File: src/rtl/reaction_timer_multi.sv
// reaction_timer_multi: N-player reaction tester with random go-delay, false-start detection,
// first-press arbitration, best-time memory and a multiplexed BCD 7-segment display.
module reaction_timer_multi #(
  parameter int CLK_HZ       = 10000000,
  parameter int NUM_PLAYERS  = 2,
  parameter int DIGITS       = 4,
  parameter int MIN_DELAY_MS = 1000,
  parameter int RAND_BITS    = 10,
  parameter int REFRESH_DIV  = 10000,
  parameter int ACTIVE_LOW   = 1
) (
  input  logic                   clk,
  input  logic                   reset_btn,
  input  logic                   start_btn,
  input  logic [NUM_PLAYERS-1:0] react_btn,
  input  logic                   show_best,
  output logic                   led,
  output logic [6:0]             seg,
  output logic [DIGITS-1:0]      an,
  output logic [NUM_PLAYERS-1:0] winner,
  output logic                   false_start,
  output logic                   best_valid
);
  localparam int PRE_DIV = (CLK_HZ / 1000 < 1) ? 1 : CLK_HZ / 1000;
  localparam int PW = $clog2(PRE_DIV + 1);
  localparam int RW = $clog2(REFRESH_DIV + 1);
  localparam int GW = $clog2(DIGITS);
  localparam int DMAX = MIN_DELAY_MS + (1 << RAND_BITS);
  localparam int DW = $clog2((DMAX > 251 ? DMAX : 251) + 1);
  localparam int TW = 4 * DIGITS;
  localparam logic AL = ACTIVE_LOW != 0;
  localparam logic [TW-1:0] ALL9 = {DIGITS{4'h9}};
  localparam logic [DW-1:0] BLINK_MS = DW'(250);
  localparam logic [6:0] SEG_RST = {7{AL}} ^ 7'h3F;
  localparam logic [DIGITS-1:0] AN_RST = {DIGITS{AL}} ^ DIGITS'(1);

  typedef enum logic [2:0] {S_IDLE, S_WAIT, S_GO, S_RESULT, S_FOUL} state_t;

  state_t                 state_q, state_d;
  logic [NUM_PLAYERS:0]   s1_q, s2_q, s3_q, e_q;
  logic [15:0]            lfsr_q;
  logic [PW-1:0]          pre_q, pre_d;
  logic [RW-1:0]          ref_q, ref_d;
  logic [GW-1:0]          dig_q, dig_d;
  logic [DW-1:0]          delay_q, delay_d;
  logic [TW-1:0]          cur_q, cur_d, best_q, best_d, cur_inc, disp;
  logic                   best_valid_q, best_valid_d, led_q, led_d, false_start_q, false_start_d;
  logic [NUM_PLAYERS-1:0] winner_q, winner_d, react_e, first;
  logic [6:0]             seg_q, seg_d, seg_hi;
  logic [DIGITS-1:0]      an_q, an_d;
  logic [3:0]             nib;
  logic                   tick, rtick, start_e, show_sel, dash, carry;

  assign tick = pre_q == PW'(PRE_DIV - 1);
  assign rtick = ref_q == RW'(REFRESH_DIV - 1);
  assign start_e = e_q[0];
  assign react_e = e_q[NUM_PLAYERS:1];
  assign first = react_e & (~react_e + NUM_PLAYERS'(1));
  assign ref_d = rtick ? '0 : ref_q + RW'(1);
  assign dig_d = !rtick ? dig_q : (dig_q == GW'(DIGITS - 1)) ? '0 : dig_q + GW'(1);

  always_ff @(posedge clk) begin
    if (reset_btn) begin
      state_q       <= S_IDLE;
      s1_q          <= '0;
      s2_q          <= '0;
      s3_q          <= '0;
      e_q           <= '0;
      lfsr_q        <= 16'hACE1;
      pre_q         <= '0;
      ref_q         <= '0;
      dig_q         <= '0;
      delay_q       <= '0;
      cur_q         <= '0;
      best_q        <= ALL9;
      best_valid_q  <= 1'b0;
      led_q         <= 1'b0;
      winner_q      <= '0;
      false_start_q <= 1'b0;
      seg_q         <= SEG_RST;
      an_q          <= AN_RST;
    end else begin
      state_q       <= state_d;
      s1_q          <= {react_btn, start_btn};
      s2_q          <= s1_q;
      s3_q          <= s2_q;
      e_q           <= s2_q & ~s3_q;
      lfsr_q        <= {lfsr_q[14:0], lfsr_q[15] ^ lfsr_q[13] ^ lfsr_q[12] ^ lfsr_q[10]};
      pre_q         <= pre_d;
      ref_q         <= ref_d;
      dig_q         <= dig_d;
      delay_q       <= delay_d;
      cur_q         <= cur_d;
      best_q        <= best_d;
      best_valid_q  <= best_valid_d;
      led_q         <= led_d;
      winner_q      <= winner_d;
      false_start_q <= false_start_d;
      seg_q         <= seg_d;
      an_q          <= an_d;
    end
  end

  // BCD ripple increment; saturation at all nines is handled by the caller
  always_comb begin
    cur_inc = cur_q;
    carry = 1'b1;
    for (int i = 0; i < DIGITS; i++) begin
      if (carry) begin
        cur_inc[4*i+:4] = (cur_q[4*i+:4] == 4'd9) ? 4'd0 : cur_q[4*i+:4] + 4'd1;
        carry = cur_q[4*i+:4] == 4'd9;
      end
    end
  end

  always_comb begin
    state_d       = state_q;
    pre_d         = tick ? '0 : pre_q + PW'(1);
    delay_d       = delay_q;
    cur_d         = cur_q;
    best_d        = best_q;
    best_valid_d  = best_valid_q;
    led_d         = led_q;
    winner_d      = winner_q;
    false_start_d = false_start_q;
    case (state_q)
      S_WAIT: begin
        if (|react_e) begin
          state_d       = S_FOUL;
          winner_d      = first;
          false_start_d = 1'b1;
          pre_d         = '0;
          delay_d       = BLINK_MS;
        end else if (tick) begin
          if (delay_q <= DW'(1)) begin
            state_d = S_GO;
            led_d   = 1'b1;
            cur_d   = '0;
            pre_d   = '0;
          end else begin
            delay_d = delay_q - DW'(1);
          end
        end
      end
      S_GO: begin
        if (|react_e) begin
          state_d  = S_RESULT;
          winner_d = first;
          led_d    = 1'b0;
          if (cur_q < best_q) begin
            best_d       = cur_q;
            best_valid_d = 1'b1;
          end
        end else if (tick && cur_q != ALL9) begin
          cur_d = cur_inc;
        end
      end
      S_FOUL: begin
        if (tick) begin
          led_d   = (delay_q <= DW'(1)) ? ~led_q : led_q;
          delay_d = (delay_q <= DW'(1)) ? BLINK_MS : delay_q - DW'(1);
        end
      end
      default: ;
    endcase
    // a start edge only counts while no round is running
    if (start_e && state_q != S_WAIT && state_q != S_GO) begin
      state_d       = S_WAIT;
      delay_d       = DW'(MIN_DELAY_MS) + DW'(lfsr_q[RAND_BITS-1:0]);
      pre_d         = '0;
      led_d         = 1'b0;
      winner_d      = '0;
      false_start_d = 1'b0;
    end
  end

  assign show_sel = show_best && (state_q == S_IDLE || state_q == S_RESULT);
  assign dash = state_q == S_FOUL || (show_sel && !best_valid_q);
  assign disp = show_sel ? best_q : cur_q;
  assign nib = 4'(disp >> (4 * dig_q));

  always_comb begin
    case (nib)
      4'd0:    seg_hi = 7'h3F;
      4'd1:    seg_hi = 7'h06;
      4'd2:    seg_hi = 7'h5B;
      4'd3:    seg_hi = 7'h4F;
      4'd4:    seg_hi = 7'h66;
      4'd5:    seg_hi = 7'h6D;
      4'd6:    seg_hi = 7'h7D;
      4'd7:    seg_hi = 7'h07;
      4'd8:    seg_hi = 7'h7F;
      4'd9:    seg_hi = 7'h6F;
      default: seg_hi = 7'h00;
    endcase
  end

  assign seg_d = {7{AL}} ^ (dash ? 7'h40 : seg_hi);
  assign an_d = {DIGITS{AL}} ^ (DIGITS'(1) << dig_q);

  assign led = led_q;
  assign seg = seg_q;
  assign an = an_q;
  assign winner = winner_q;
  assign false_start = false_start_q;
  assign best_valid = best_valid_q;
endmodule

File: config.mk
export PLATFORM = sky130hd
export DESIGN_NAME = reaction_timer_multi
export DESIGN_NICKNAME = d
export VERILOG_FILES = /design/src/rtl/reaction_timer_multi.sv
export SDC_FILE = /design/constraint.sdc
export NUM_CORES = 1
export LEC_CHECK = 0
export BUFFER_PORTS_ARGS = -buffer_cell sky130_fd_sc_hd__buf_2
export CAP_MARGIN = 20
export CELL_PAD_IN_SITES_DETAIL_PLACEMENT = 1
export CELL_PAD_IN_SITES_GLOBAL_PLACEMENT = 2
export CORE_MARGIN = 2
export CORE_UTILIZATION = 35
export DETAILED_ROUTE_END_ITERATION = 8
export PLACE_DENSITY_LB_ADDON = 0.2
export SYNTH_ARGS = -nofsm -noshare
export SYNTH_HDL_FRONTEND = slang
export SYNTH_SLANG_ARGS = --single-unit
File: constraint.sdc
create_clock -name clk -period 2.6 [get_ports clk]
set_input_delay 0.65 -clock clk [delete_from_list [all_inputs] [get_ports clk]]
set_output_delay 0.65 -clock clk [all_outputs]
set_load 0.01 [all_outputs]
==> results.sh <==
export IMPL_status="finished clean"
export IMPL_wirelength_mm=14.92
export IMPL_ant_nets=0
export IMPL_gp_congestion=0.7628
export IMPL_fin_crit_sh_pct=92.68
export IMPL_cts_buffer_depth=2
export IMPL_ys_warn_count=0
export IMPL_critPathBufInv=0
export IMPL_num_vias=4811
export IMPL_synthArstFlopShare_pct=0
export IMPL_synthMuxAreaShare_pct=7.885
export IMPL_cap_violations=0
export IMPL_endpoint_kind="flip-flop"
export IMPL_antenna_found_initial=0
export IMPL_mostFrequentLayoutCells="dfxtp_1 (120), nor2_1 (81), nand2_1 (52)"
export IMPL_setup_viol=0
export IMPL_synthFlopType="dfxtp_1"
export IMPL_finClkSkew_ps=8.228
export IMPL_synth_xor_area_share_pct=5.735
export IMPL_syn_num_nets=702
export IMPL_max_freq_mhz=415.0
export IMPL_syn_inst=659
export IMPL_cts_sink_count=120
export IMPL_placed_cell_area_sq_um=6485
export IMPL_hold_viol_final=0
export IMPL_p_leak_nw=3.000
export IMPL_grt_total_usage_pct=17.64
export IMPL_grt_pass1_vias=4991
export IMPL_h_tree_depth=4
export IMPL_ctsHoldBuffers=0
export IMPL_diodes=0
export IMPL_startpoint_type="flip-flop"
export IMPL_chipHeight_um=134.2
export IMPL_final_area_sq_um=7081
export IMPL_period_minus_slack_ps=2410
export IMPL_grt_max_degree=63
export IMPL_synthAdderAreaFrac_pct=7.801
export IMPL_hold_worst_slack_ps=385.5
export IMPL_worst_endpoint_arrival_ps=2760
export IMPL_slew_headroom_pct=48.46
export IMPL_cts_tree="done"
export IMPL_power_density_nw_per_um2=632.4
export IMPL_rsz0062_at_grt="no"
export IMPL_portBuffers=21
export IMPL_critical_path_class="flip-flop to flip-flop"
export IMPL_synth_simple_area_share_pct=22.14
export IMPL_final_common_cell="dfxtp_1"
export IMPL_cts_root_buf="clkbuf_16"
export IMPL_firstDrtPassIters=4
export IMPL_viasPerCell=5.113
export IMPL_synth_edf_count=0
export IMPL_hold_class="flip-flop to flip-flop"
export IMPL_drc=0
export IMPL_worstPathCellList="ha_1 > and3_1 > nand4_1 > nor3_1 > o21ai_0 > or2_2 > a21oi_1"
export IMPL_start_util_pct=35.79
export IMPL_cts_made_buffers=17
export IMPL_clk_latency_ps=420
export IMPL_drv_slew=0
export IMPL_syn_area_per_cell_sq_um=9.005
export IMPL_critPathRequiredTime_ps=2950
export IMPL_worst_pin_slew_ps=765.0
export IMPL_crit_family="simple AND/OR/NAND/NOR gates"
export IMPL_yosys_register_bits=120
export IMPL_dieArea_sq_um=18010
export IMPL_wl_per_cell_um=15.86
export IMPL_rows=47
export IMPL_max_stage_delay_ps=430
export IMPL_nFillCells=1948
export IMPL_path_clk_slew_ps=50
export IMPL_synth_compound_area_share_pct=11.95
export IMPL_ys_types=63
export IMPL_crit_fanout=5
export IMPL_drtIter0Drc=135
export IMPL_dp_hpwl_mm=10.90
export IMPL_grt_pass1_wl_mm=25.10
export IMPL_area_growth_pct=19.31
export IMPL_synth_top_family_by_area="simple AND/OR/NAND/NOR gates"
export IMPL_io_pins=22
export IMPL_drive_gt1_share_pct=16.09
export IMPL_die_x_um=134.2
export IMPL_nets=754
export IMPL_yosysSeqAreaShare_pct=40.48
export IMPL_overflow=0
export IMPL_cp_slowest_cell="o21ai_0"
export IMPL_synth_area_sq_um=5934
export IMPL_core_sq_um=16580
export IMPL_peakVddDrop_mv=0.4632
routing by layer:
| metal | share of wire, % | wire length [um] | track usage [%] | vias to the layer above |
|---|---|---|---|---|
| met1 | 46 | 6806 | 20.85 | 2359 |
| met4 | 1.2 | 182 | 5.906 | 0 |
| met3 | 2.7 | 402 | 4.384 | 15 |
| met5 | 0 | 0 | 0 | - |
| li1 | - | - | - | 2390 |
| met2 | 50 | 7532 | 31.18 | 47 |
logic make-up (layout without fill, tap and decap cells):
logic type | count (synthesis) | count (layout)
simple gates | 262 | 262
fa+ha+maj | 37 | 37
flops | 120 | 120
compound gates | 110 | 110
mux | 33 | 33
xor+xnor | 38 | 38
buf+inv | 59 | 121
synthesized netlist by cell type, drive strengths merged, types with 2 or more instances:
library cell	instances	area, sq um
dfxtp	120	2402
nor2	82	310.3
nand2	52	195.2
ha	37	462.9
inv	35	131.4
a21oi	30	150.1
o21ai	29	148.9
nor2b	27	168.9
mux2i	25	287.8
nand3	23	115.1
xor2	21	183.9
clkbuf	17	63.81
xnor2	17	156.4
nor3	13	65.06
or2	13	81.33
a211oi	12	95.09
and3	11	68.82
mux4	8	180.2
nand4	8	50.05
buf	6	38.79
nand2b	6	37.54
a21o	5	37.54
nand3b	5	37.54
a21boi	4	33.78
a31oi	4	25.02
o211ai	4	30.03
a2111oi	3	26.28
a32o	3	30.03
and2	3	18.77
nor4	3	33.78
nor4b	3	26.28
o31ai	3	22.52
or3	3	18.77
or4	3	22.52
and3b	2	17.52
o32ai	2	17.52
through the flow:
stage	power (W)	util, %	setup WS, ps	TNS, ps	cells
after floorplan	0.002117	-	196.4	0	659
final	0.004478	42.70	190.3	0	941
after CTS	0.004554	42.59	154.9	0	939
after detailed placement	0.002210	39.11	-83.30	-215.1	910
after global placement	0.002200	39.11	-4.469	-6.290	910
after global routing	0.004678	42.70	17.70	0	941
worst paths after layout:
path / startpoint / endpoint / slack (ps) / cells after the start
min reg2reg: s3_q[2] / e_q[2] / 390 / 1
min: s3_q[2] / e_q[2] / 390 / 1
max reg2reg: pre_q[0] / cur_q[1] / 190 / 7
max: pre_q[0] / cur_q[1] / 190 / 7
timing repair:
item | 4_1_cts | 5_1_grt
setup endpoints to repair | 0 | 1
gates resized for setup | 0 | 1
buffers inserted | 0 | 2
worst register-to-register path, cell delays in order, from the launching register on:
cell and delay [ps]:
dfxtp_1 350, ha_1 190, and3_1 280, nand4_1 170
nor3_1 420, o21ai_0 430, or2_2 400, a21oi_1 110
state kept, by name, summed over array words and instances (netlist names), 3 cells and up:
register,count
best_q,16
cur_q,16
lfsr_q,16
pre_q,14
ref_q,14
delay_q,11
seg,7
an,4
e_q,3
s1_q,3
s2_q,3
s3_q,3
state_q,3
power by group:
part           total [W]  internal, W  switching [W]  leakage [nW]
Combinational   0.000254     0.000116       0.000139          1.74
Sequential       0.00192      0.00189      0.0000289         0.977
Clock            0.00231      0.00149       0.000820         0.279
Total            0.00448      0.00349       0.000988          3.00
layout make-up:
type / count / area, sq um / share of cell area (%)
Sequential cell: 120 / 2402 / 33.93
Timing Repair Buffer: 56 / 392.9 / 5.549
Clock inverter: 8 / 97.59 / 1.378
Tap cell: 220 / 275.3 / 3.888
Multi-Input combinational cell: 480 / 3297 / 46.56
Inverter: 36 / 135.1 / 1.908
Clock buffer: 21 / 480.5 / 6.786
Power figures use the tool's default switching activity.
